### src/rtl/rf_scoreboard.sv
// rf_scoreboard
// Per-GPR scoreboard sitting beside the ID stage. Counts register writes in
// flight between ID issue and WB retire, and separately counts long-latency
// writes (load/mul/div/csr) whose result is not yet forwardable.
//
// Ports:
//   clk, resetn          clock, synchronous active-low reset
//   flush                discard all in-flight state (err is kept)
//   id_fire              instruction leaves ID this cycle
//   id_rf_raddr1/2       ID source registers
//   id_rf_we/waddr       ID destination write enable / register
//   id_long_lat          ID result unforwardable until a ready event
//   rdy_valid/waddr      a long-latency result became forwardable
//   wb_valid/rf_we/waddr WB retire of a GPR write
//   rs1_pending/rs2_pending  source has at least one in-flight write
//   stall                ID must not fire
//   busy_vec             bit i set when reg i has any in-flight write
//   err                  sticky counter-underflow flag
module rf_scoreboard #(
  parameter int NUM_REGS = 32,
  parameter int CNT_W    = 2
) (
  input  logic                clk,
  input  logic                resetn,
  input  logic                flush,
  input  logic                id_fire,
  input  logic [4:0]          id_rf_raddr1,
  input  logic [4:0]          id_rf_raddr2,
  input  logic                id_rf_we,
  input  logic [4:0]          id_rf_waddr,
  input  logic                id_long_lat,
  input  logic                rdy_valid,
  input  logic [4:0]          rdy_waddr,
  input  logic                wb_valid,
  input  logic                wb_rf_we,
  input  logic [4:0]          wb_rf_waddr,
  output logic                rs1_pending,
  output logic                rs2_pending,
  output logic                stall,
  output logic [NUM_REGS-1:0] busy_vec,
  output logic                err
);

  localparam logic [CNT_W-1:0] CNT_MAX = {CNT_W{1'b1}};

  logic [CNT_W-1:0] pend_cnt [NUM_REGS];
  logic [CNT_W-1:0] ll_cnt   [NUM_REGS];
  logic [CNT_W-1:0] pend_nxt [NUM_REGS];
  logic [CNT_W-1:0] ll_nxt   [NUM_REGS];
  logic             err_nxt;

  logic issue_ok;
  logic ll_issue;
  logic rdy_ev;
  logic ret_ev;
  logic src_stall;
  logic dst_stall;

  // Hazard detection uses registered state only; same-cycle ready/retire
  // events are deliberately not bypassed.
  always_comb begin
    // NOTE: every always_comb output gets a default first so no path leaves
    // it unassigned, which would infer a latch.
    rs1_pending = 1'b0;
    rs2_pending = 1'b0;
    src_stall   = 1'b0;
    dst_stall   = 1'b0;
    busy_vec    = '0;

    if (id_rf_raddr1 != 5'd0) begin
      rs1_pending = (pend_cnt[id_rf_raddr1] != '0);
      src_stall   = (ll_cnt[id_rf_raddr1] != '0);
    end
    if (id_rf_raddr2 != 5'd0) begin
      rs2_pending = (pend_cnt[id_rf_raddr2] != '0);
      src_stall   = src_stall | (ll_cnt[id_rf_raddr2] != '0);
    end
    // Refuse an issue that would wrap a destination counter.
    if (id_rf_waddr != 5'd0) begin
      dst_stall = (id_rf_we    & (pend_cnt[id_rf_waddr] == CNT_MAX)) |
                  (id_long_lat & (ll_cnt[id_rf_waddr]   == CNT_MAX));
    end
    stall = src_stall | dst_stall;

    for (int i = 0; i < NUM_REGS; i++) begin
      busy_vec[i] = (pend_cnt[i] != '0);
    end
  end

  assign issue_ok = id_fire & ~stall & id_rf_we & (id_rf_waddr != 5'd0);
  assign ll_issue = issue_ok & id_long_lat;
  assign rdy_ev   = rdy_valid & (rdy_waddr != 5'd0);
  assign ret_ev   = wb_valid & wb_rf_we & (wb_rf_waddr != 5'd0);

  // Next counter values. An increment and decrement on the same register
  // cancel; a lone decrement at zero saturates and flags err. Flush wins
  // over every event, so a discarded decrement cannot raise err.
  always_comb begin
    err_nxt = err;
    for (int i = 0; i < NUM_REGS; i++) begin
      pend_nxt[i] = pend_cnt[i];
      ll_nxt[i]   = ll_cnt[i];
    end

    for (int i = 1; i < NUM_REGS; i++) begin
      automatic logic p_inc = issue_ok & (id_rf_waddr == 5'(i));
      automatic logic p_dec = ret_ev   & (wb_rf_waddr == 5'(i));
      automatic logic l_inc = ll_issue & (id_rf_waddr == 5'(i));
      automatic logic l_dec = rdy_ev   & (rdy_waddr   == 5'(i));

      if (p_inc && !p_dec) begin
        pend_nxt[i] = pend_cnt[i] + 1'b1;
      end else if (p_dec && !p_inc) begin
        if (pend_cnt[i] == '0) err_nxt = 1'b1;
        else                   pend_nxt[i] = pend_cnt[i] - 1'b1;
      end

      if (l_inc && !l_dec) begin
        ll_nxt[i] = ll_cnt[i] + 1'b1;
      end else if (l_dec && !l_inc) begin
        if (ll_cnt[i] == '0) err_nxt = 1'b1;
        else                 ll_nxt[i] = ll_cnt[i] - 1'b1;
      end
    end

    if (flush) begin
      err_nxt = err;
      for (int i = 0; i < NUM_REGS; i++) begin
        pend_nxt[i] = '0;
        ll_nxt[i]   = '0;
      end
    end
  end

  always_ff @(posedge clk) begin
    if (!resetn) begin
      // NOTE: these arrays are plain flops, not RAM, so clearing every entry
      // on reset is legal and required for a known in-flight count.
      for (int i = 0; i < NUM_REGS; i++) begin
        pend_cnt[i] <= '0;
        ll_cnt[i]   <= '0;
      end
      err <= 1'b0;
    end else begin
      // NOTE: non-blocking assignments keep every register updating from
      // the same pre-edge values regardless of statement order.
      for (int i = 0; i < NUM_REGS; i++) begin
        pend_cnt[i] <= pend_nxt[i];
        ll_cnt[i]   <= ll_nxt[i];
      end
      err <= err_nxt;
    end
  end

endmodule

### config.mk
export PLATFORM = sky130hd
export DESIGN_NAME = rf_scoreboard
export DESIGN_NICKNAME = d
export VERILOG_FILES = /design/src/rtl/rf_scoreboard.sv
export SDC_FILE = /design/constraint.sdc
export NUM_CORES = 1
export LEC_CHECK = 0
export BUFFER_PORTS_ARGS = -buffer_cell sky130_fd_sc_hd__buf_4
export CORE_MARGIN = 2
export CORE_UTILIZATION = 55
export CTS_CLUSTER_SIZE = 14
export DETAILED_ROUTE_END_ITERATION = 10
export PLACE_DENSITY_LB_ADDON = 0.12
export SYNTH_ARGS = -nofsm -noshare
export SYNTH_HDL_FRONTEND = slang
export SYNTH_SLANG_ARGS = --single-unit
### constraint.sdc
create_clock -name clk -period 7.3 [get_ports clk]
set_clock_uncertainty 0.2 [all_clocks]
set_input_delay 1.46 -clock clk [delete_from_list [all_inputs] [get_ports clk]]
set_output_delay 1.46 -clock clk [all_outputs]
set_load 0.01 [all_outputs]
==> flow_metrics.env <==
export IMPL_drt_iter0_drc=1488
export IMPL_fmax_mhz=166
export IMPL_layout_commonest_cell="o21ai_0"
export IMPL_setup_viol=0
export IMPL_die_width_um=153
export IMPL_p_per_area_nw_per_um2=136
export IMPL_grt_antenna_before_repair=0
export IMPL_cp_num_buf_inv=3
export IMPL_switching_share_pct=29.9
export IMPL_tightest_slew_ps=1260
export IMPL_area_growth_pct=9.56
export IMPL_overflow=0
export IMPL_crit_path_end_kind="primary output"
export IMPL_yosys_warnings=0
export IMPL_port_buffers=68
export IMPL_clock_sinks=125
export IMPL_syn_area_per_cell_um2=7.47
export IMPL_seqPwrFrac_pct=37.7
export IMPL_synth_area_um2=12200
export IMPL_dpl_instance_area_um2=12700
export IMPL_ant_nets=0
export IMPL_rsz0062_at_grt="no"
export IMPL_cp_data_arrival_time_ps=4360
export IMPL_tritoncts="yes"
export IMPL_setup_tns_ps=0
export IMPL_timing_max_cap_violations=0
export IMPL_critPathMostFrequentCell="buf_4"
export IMPL_synth_area_leader_cell="dfxtp_1"
export IMPL_synth_async_reset_ratio_pct=0
export IMPL_worst_hold_path_endpoint="pend_cnt[9][1]$_SDFFE_PP0P_"
export IMPL_synth_seq_cells=125
export IMPL_slowest_delay_ps=570
export IMPL_crit_start="id_rf_waddr[3]"
export IMPL_syn_inst=1629
export IMPL_cts_buffers=17
export IMPL_start_kind="input port"
export IMPL_crit_fanout=97
export IMPL_vias_per_cell=6.50
export IMPL_coreArea_um2=21800
export IMPL_routed_wl_mm=41.7
export IMPL_hpwl_mm=29.9
export IMPL_clk_insertion_delay_late_ps=450
export IMPL_clk_pin_slew_ps=60
export IMPL_power_mw=1.81
export IMPL_layout_common_cells="166 x o21ai_0, 163 x nor2_1, 137 x nor2b_1"
export IMPL_grt_pass1_wl_mm=64.1
export IMPL_grt_max_degree=98
export IMPL_critPathTopFamily="buffers and inverters"
export IMPL_n_antenna_cell=0
export IMPL_drive_above_1_share_pct=9.97
export IMPL_grt_use_total_pct=35.0
export IMPL_hold_path_class="flip-flop to flip-flop"
export IMPL_pre_cts_slack_ps=1310
export IMPL_num_vias=12587
export IMPL_yosysTopAreaCellShare_pct=20.6
export IMPL_combPwrFrac_pct=12.8
export IMPL_ys_types=57
export IMPL_io_pins=70
export IMPL_fin_ws_ps=1280
export IMPL_finalCritPeriodShare_pct=82.5
export IMPL_die_y_um=153
export IMPL_grt_pass1_vias=11304
export IMPL_hp_start="pend_cnt[9][1]$_SDFFE_PP0P_"
export IMPL_synth_edff_count=0
export IMPL_synth_main_ff_cell="dfxtp_1"
export IMPL_p_clk_share_pct=49.5
export IMPL_cp_cell_sequence="buf_4 > mux4_2 > mux2_2 > o21ai_0 > o32ai_1 > nor4_4 > buf_12 > o21ai_1 > buf_4"
export IMPL_cts_buffer_depth=2
export IMPL_globalplace_congestion=0.953
export IMPL_hold_violations=0
export IMPL_cts_root_buf="clkbuf_16"
export IMPL_slew_viol_final=0
export IMPL_period_minus_slack_ps=6020
export IMPL_die_area_um2=23300
export IMPL_intPower_mw=1.27
export IMPL_switching_power_mw=0.541
export IMPL_reg2reg_to="err$_SDFFE_PN0N_"
export IMPL_nets=1800
export IMPL_seq_area_frac_synth_pct=20.6
export IMPL_ctsResizeCount=0
export IMPL_p_leak_nw=5.52
export IMPL_synthTopCellsByArea="dfxtp_1 21%, ha_1 13%, nor2b_1 7.0%"
export IMPL_reg2reg_slack_ps=2710
export IMPL_post_cts_setup_buffers=0
export IMPL_stdcell_area_um2=13300
export IMPL_critical_path_class="input port to primary output"
export IMPL_peakVddDrop_v=0.000139
export IMPL_crit_reg2reg_launch="ll_cnt[20][0]$_SDFFE_PP0P_"
export IMPL_max_slew_margin_pct=15.4
export IMPL_start_util_pct=55.9
export IMPL_std_cell_rows=54
export IMPL_firstDrtPassIters=7
export IMPL_timing_hold_worst_path_depth=2
export IMPL_route_detailed_drc=0
export IMPL_rr_worst_depth=14
export IMPL_status="finished, final reports clean"
export IMPL_crit_slowest_cell="mux4_2"
export IMPL_cts_htree_levels=4
export IMPL_syn_nets=1787
export IMPL_worstPathRequired_ps=5640
export IMPL_ctsHoldBuffers=0
export IMPL_routedWlPerCell_um=21.5
## tightest hold or removal path: cells and delay by family (launching register included)
family / cells / cell delay (ps)
flops: 1 / 340
compound gates: 2 / 140
## per-layer routing
| metal | share of wire (%) | wire [um] | up-vias | GRT usage (%) |
|---|---|---|---|---|
| met5 | 0 | 0 | - | 0 |
| met4 | 4.4 | 1850 | 0 | 15.1 |
| met3 | 12 | 5030 | 110 | 8.36 |
| met2 | 42 | 17700 | 719 | 51.6 |
| met1 | 41 | 17100 | 5903 | 48.9 |
| li1 | - | - | 5855 | - |
## power groups by stage
stage / combinational, mW / sequential [mW] / clock [mW]
4_1_cts: 0.222 / 0.683 / 0.894
3_3_place_gp: 0.219 / 0.699 / 0
6_report: 0.231 / 0.683 / 0.898
3_5_place_dp: 0.221 / 0.699 / 0
2_1_floorplan: 0.149 / 0.698 / 0
5_1_grt: 0.244 / 0.683 / 0.929
## cell type report
type	count	area [um^2]
multi-input combinational	1315	8890
fill	1991	8430
sequential	125	2500
timing repair buffer	77	591
clock buffer	20	457
inverter	106	398
tap	280	350
clock inverter	12	136
## synth_stat cells, types with 3 or more instances
library cell and instances:
nor2b_1 137, a211oi_1 10, nor2_1 165, and3_1 21
mux2_2 11, nand3b_1 5, inv_1 105, nand2_1 117
nor4_1 5, nor3b_1 58, mux4_2 33, or2_2 6
and4_1 44, a221oi_1 5, buf_1 3, nand3_1 28
nand4_1 55, o21ai_0 166, nor4b_1 16, clkbuf_1 47
ha_1 124, nor3_1 67, a31oi_1 13, nand2b_1 13
a22oi_1 14, a2111oi_0 4, o211ai_1 3, buf_4 9
a21oi_1 121, dfxtp_1 125, a311oi_1 3, xor2_1 31
mux2i_1 10, and2_1 4, o22ai_1 4, buf_2 17
clkbuf_2 5
## per-stage QoR
step	utilization, %	hold slack (ps)	std cells
after floorplan	-	281	1629
after global routing	61.3	348	1935
after global placement	58.5	304	1903
after detailed placement	58.5	315	1903
final	61.3	327	1935
after CTS	61.3	320	1935
## state kept, by name, summed over array words and instances (netlist names)
name      cells
pend_cnt     62
ll_cnt       62
err           1
## worst max path at each step
stage / endpoint / cells past startpoint / slack [ps]
after global routing: stall / 10 / 1150
after global placement: err$_SDFFE_PN0N_ / 16 / 1410
after CTS: stall / 10 / 1410
after detailed placement: err$_SDFFE_PN0N_ / 16 / 1310
after floorplan: err$_SDFFE_PN0N_ / 17 / 2130
final: stall / 9 / 1280
## logic make-up after synthesis
group,after synthesis,synth area share (%)
compound gates,357,16.2
flops,125,20.6
xor+xnor,31,2.23
fa+ha+maj,124,12.8
buf+inv,189,6.46
mux,54,7.95
other cells,1,0.0308
simple gates,748,33.8
Note: power is estimated with default switching activity, not from simulation.
